<file path="src/rtl/psw_reg.sv">
// Processor status word register with optional exception save stack.
// The save stack and its status outputs exist only when PSW_STACK_EN is defined.
module psw_reg #(
    parameter int STK_DEPTH = 4
) (
    input  logic        clk,
    input  logic        reset,
    input  logic [15:0] alu_psw,
    input  logic [15:0] alu_msk,
    input  logic        alu_we,
    input  logic        setcc_we,
    input  logic        clrcc_we,
    input  logic [4:0]  cc_bits,
    input  logic        push,
    input  logic        pop,
    input  logic [2:0]  new_pri,
    output logic [15:0] psw_q,
    output logic [3:0]  stk_cnt,
    output logic        stk_ovf,
    output logic        stk_unf,
    output logic        op_err
);

    localparam logic [15:0] PSW_RST  = 16'h00E0;
    // Bits [12:9] do not exist in the PSW and always read as zero.
    localparam logic [15:0] PSW_LIVE = 16'hE1FF;

    logic [15:0] psw_r;
    logic [15:0] cc_msk;

    assign psw_q  = psw_r;
    assign cc_msk = {11'd0, cc_bits};

    function automatic logic [15:0] cc_apply(input logic [15:0] p, input logic set_en,
                                             input logic clr_en, input logic [15:0] m);
        logic [15:0] r;
        r = p;
        if (set_en) r = r | m;
        if (clr_en) r = r & ~m;
        return r;
    endfunction

    function automatic logic [15:0] alu_merge(input logic [15:0] p, input logic [15:0] a,
                                              input logic [15:0] m);
        return ((p & ~m) | (a & m)) & PSW_LIVE;
    endfunction

`ifdef PSW_STACK_EN
    localparam int          IW    = (STK_DEPTH > 1) ? $clog2(STK_DEPTH) : 1;
    localparam logic [3:0]  DEPTH = 4'(STK_DEPTH);

    logic [15:0]   stk [STK_DEPTH];
    logic [3:0]    cnt_r;
    logic [3:0]    cnt_m1;
    logic          ovf_r;
    logic          unf_r;
    logic          err_r;
    logic          full;
    logic          empty;
    logic [IW-1:0] wr_idx;
    logic [IW-1:0] rd_idx;

    assign full    = (cnt_r == DEPTH);
    assign empty   = (cnt_r == 4'd0);
    assign cnt_m1  = cnt_r - 4'd1;
    assign wr_idx  = cnt_r[IW-1:0];
    assign rd_idx  = cnt_m1[IW-1:0];
    assign stk_cnt = cnt_r;
    assign stk_ovf = ovf_r;
    assign stk_unf = unf_r;
    assign op_err  = err_r;

    always_ff @(posedge clk) begin
        if (reset) begin
            psw_r <= PSW_RST;
            cnt_r <= 4'd0;
            ovf_r <= 1'b0;
            unf_r <= 1'b0;
            err_r <= 1'b0;
        end else begin
            err_r <= push & pop;
            if (push && pop) begin
                psw_r <= psw_r;
            end else if (push) begin
                if (full) begin
                    // Overflow: flag the fault and mask everything at top priority.
                    ovf_r <= 1'b1;
                    psw_r <= psw_r | 16'h01E0;
                end else begin
                    cnt_r <= cnt_r + 4'd1;
                    psw_r <= {psw_r[7:5], 4'b0000, psw_r[8], new_pri, 5'b00000};
                end
            end else if (pop) begin
                if (empty) begin
                    unf_r <= 1'b1;
                end else begin
                    cnt_r <= cnt_m1;
                    psw_r <= stk[rd_idx];
                end
            end else if (setcc_we || clrcc_we) begin
                psw_r <= cc_apply(psw_r, setcc_we, clrcc_we, cc_msk);
            end else if (alu_we) begin
                psw_r <= alu_merge(psw_r, alu_psw, alu_msk);
            end
        end
    end

    // Stack storage carries no reset; its contents are meaningless until pushed.
    always_ff @(posedge clk) begin
        if (!reset && push && !pop && !full) begin
            stk[wr_idx] <= psw_r;
        end
    end
`else
    logic unused_stack_ins;
    assign unused_stack_ins = ^{push, pop, new_pri};

    assign stk_cnt = 4'd0;
    assign stk_ovf = 1'b0;
    assign stk_unf = 1'b0;
    assign op_err  = 1'b0;

    always_ff @(posedge clk) begin
        if (reset) begin
            psw_r <= PSW_RST;
        end else if (setcc_we || clrcc_we) begin
            psw_r <= cc_apply(psw_r, setcc_we, clrcc_we, cc_msk);
        end else if (alu_we) begin
            psw_r <= alu_merge(psw_r, alu_psw, alu_msk);
        end
    end
`endif

endmodule

</file>
<file path="config.mk">
export PLATFORM = sky130hd
export DESIGN_NAME = psw_reg
export DESIGN_NICKNAME = d
export VERILOG_FILES = /design/src/rtl/psw_reg.sv
export SDC_FILE = /design/constraint.sdc
export NUM_CORES = 1
export LEC_CHECK = 0
export CORE_ASPECT_RATIO = 0.8
export CORE_MARGIN = 4
export CORE_UTILIZATION = 40
export DETAILED_ROUTE_END_ITERATION = 7
export DONT_BUFFER_PORTS = 1
export PLACE_DENSITY = 0.64
export SYNTH_ARGS = -nofsm -noshare
export SYNTH_HDL_FRONTEND = slang
export SYNTH_SLANG_ARGS = --single-unit
</file>
<file path="constraint.sdc">
create_clock -name clk -period 1.1 [get_ports clk]
set_input_delay 0.165 -clock clk [delete_from_list [all_inputs] [get_ports clk]]
set_output_delay 0.165 -clock clk [all_outputs]
set_load 0.005 [all_outputs]
</file>
==> flow_summary_export.csv <==
group,metric,value,unit
route,drt.antenna.violating_nets,0,
clock_tree,cts_max_level,1,
timing,hold_violations,9,
die,start_util,42.7,%
logic_synthesis,synth-seq-cells,12,
clock_tree,root_buffer,"clkbuf_4",
timing,rsz0062_at_grt,"no",
clock_tree,post_cts_buffers,0,
clock_tree,cts-buffers-inserted,3,
timing,fmax,970,MHz
logic_synthesis,synthesis.area,702,um2
clock_tree,cts.sinks,12,
pwr,power,0.833,mW
logic_synthesis,synth.top_cells.by_area,"dfxtp_1, buf_4, a21oi_1",
critical_path,worstPathRequired,1.25,ns
worst_hold_path,hold_depth,1,
placed_design,io_buffers,0,
timing,finClkSkew,0,ns
cells_and_area,multi_input_area,400,um2
grt,antenna_found_initial,0,
route,num_vias,599,
die,die_w,54.8,um
run,timing.max_cap.violations,0,
grt,grt_pass1_wl,2750,um
route,drc,0,
placed_design,place_hpwl,1360,um
logic_synthesis,synth_seq_area_share,34.2,%
run_status,status,"finished, violations left",
cells_and_area,n_fill_cell,174,
route,routed_wl,1800,um
critical_path,cp_max_fo,3,
cells_and_area,seq_area,241,um2
logic_synthesis,synth-simple-area-share,13.9,%
timing,fin_crit_sh,93.7,%
critical_path,r2r_setup_slack,0.07,ns
logic_synthesis,synth_top_family_by_area,"compound AO/OA/AOI/OAI gates",
grt,grt_pass1_vias,600,
grt,grtUsageTotal,15.4,%
cells_and_area,drive_gt1_share,17.3,%
cells_and_area,syn2layout_area_growth,4.46,%
clock_tree,cts_buffer_depth,2,
cells_and_area,mostFrequentLayoutCells,"conb_1, dfxtp_1, a21oi_1, or2b_1, buf_4",
die,die_height,45.5,um
worst_hold_path,hp-start,"reset",
grt,grt_start_max_net_pins,16,
logic_synthesis,synth_xor_area_share,0,%
critical_path,path_class,"register to register",
die,rows,13,
critical_path,end_kind,"register",
logic_synthesis,synth-compound-area-share,34.6,%
logic_synthesis,synth_top_area_cell,"dfxtp_1",
cells_and_area,largest_reg_flops,12,
logic_synthesis,synth_cells,78,
placed_design,globalplace.congestion,0.683,
critical_path,r2r-start,"psw_q[3]",
timing,setup_violations,0,
logic_synthesis,yosysTopAreaCellShare,34.2,%
critical_path,reg2reg_depth,3,
logic_synthesis,synthAdderAreaFrac,0,%
worst_hold_path,min_path_type,"primary input to register",
route,firstDrtPassIters,4,
timing,drv_slew,0,
cells_and_area,nets,130,
cells_and_area,final_cells,103,
grt,grt-ovfl-total,0,
critical_path,crit_path_start_kind,"register",
die,core_area,0.00164,mm2
logic_synthesis,syn_avg_cell_area,9.00,um2
logic_synthesis,synthMuxAreaShare,0,%
die,die_area,0.00249,mm2
pwr,power.leakage,0.268,nW
worst_hold_path,min_to,"psw_q[2]",
die,boundaryPins,70,
run_status,violations,"negative hold slack",
critical_path,worst_ep_arrival_time,1.18,ns
timing,fin_hold_ws,-0.0486,ns
cells_and_area,final_core_util,44.6,%
logic_synthesis,yosysUniqueCellTypes,19,
route,viasPerCell,5.82,
route,drtIter0Drc,7,
route,wl_per_cell,17.4,um
pwr,ir_worst_vdd,0.794,mV
clock_tree,cts.clk_slew.worst_paths,0.07,ns
pwr,powerDensity,1140,mW/mm2
cells_and_area,antennaDiodeCount,0,
timing,period_minus_slack,1.03,ns
placed_design,place_inst,100,
clock_tree,clk-insertion-delay-late,0.26,ns
clock_tree,cts_tree,"yes",
logic_synthesis,yosysWarnings,0,
critical_path,r2r_end,"psw_q[3]",
worst max-delay path, stage by stage, from the launching register on:
cell       delay, ns
dfxtp_1         0.38
a21boi_0        0.22
a311oi_1        0.07
a2111oi_0       0.25
cell families (layout without fill, tap and decap cells):
logic type      count (synthesis)  in the layout
compound gates                 34             34
buf+inv                        16              9
flops                          12             12
other cells                     1             11
simple gates                   15             15
report_power, final:
part           internal [mW]  switching, mW
clock network          0.126          0.135
logic                 0.0550         0.0501
registers              0.454         0.0130
cells in the mapped netlist:
cell type,count
conb_1,1
dfxtp_1,12
buf_6,2
buf_2,1
o21ai_0,4
inv_1,1
a21oi_1,9
a21boi_1,3
or2_2,1
nand3_1,4
a311o_1,3
buf_4,11
nand2_1,4
nor3b_4,1
or2b_1,5
a2111oi_0,5
a21boi_0,5
a311oi_1,5
clkbuf_1,1
layout make-up:
class / instances / share of cell area [%]
clock buffer: 3 / 3.07
inverter: 1 / 0.512
multi-input combinational: 60 / 54.6
sequential: 12 / 32.9
tap: 22 / 3.75
timing repair buffer: 5 / 5.12
worst max path at each step:
stage | start | to | slack [ns] | depth (start not counted)
floorplan | clrcc_we | psw_q[5] | -0.02 | 4
global placement | setcc_we | psw_q[5] | 0.07 | 3
detailed placement | psw_q[4] | psw_q[4] | 0.05 | 3
CTS | psw_q[4] | psw_q[4] | 0.03 | 3
global route | psw_q[1] | psw_q[1] | 0.002 | 3
finish | psw_q[3] | psw_q[3] | 0.07 | 3
per-stage QoR:
stage / area [um2] / TNS [ns] / setup slack, ns
final: 733 / 0 / 0.0692
after global placement: 691 / 0 / 0.0726
after detailed placement: 691 / 0 / 0.0528
after global routing: 733 / 0 / 0.00162
after floorplan: 739 / -0.0173 / -0.0173
after CTS: 713 / 0 / 0.0347
repair_timing:
item | in CTS | in global routing
setup endpoints to repair | 0 | 4
endpoints found under the hold margin | 9 | 10
gates resized for setup | 0 | 9
routing by layer:
metal  up-vias  routed length (um)  GRT usage, %
met5         -                   0             0
met4         0                  25          6.47
met3         5                 272          9.51
met2        37                 875          24.1
met1       278                 623          16.6
li1        279                   -             -
Power figures use the tool's default switching activity.
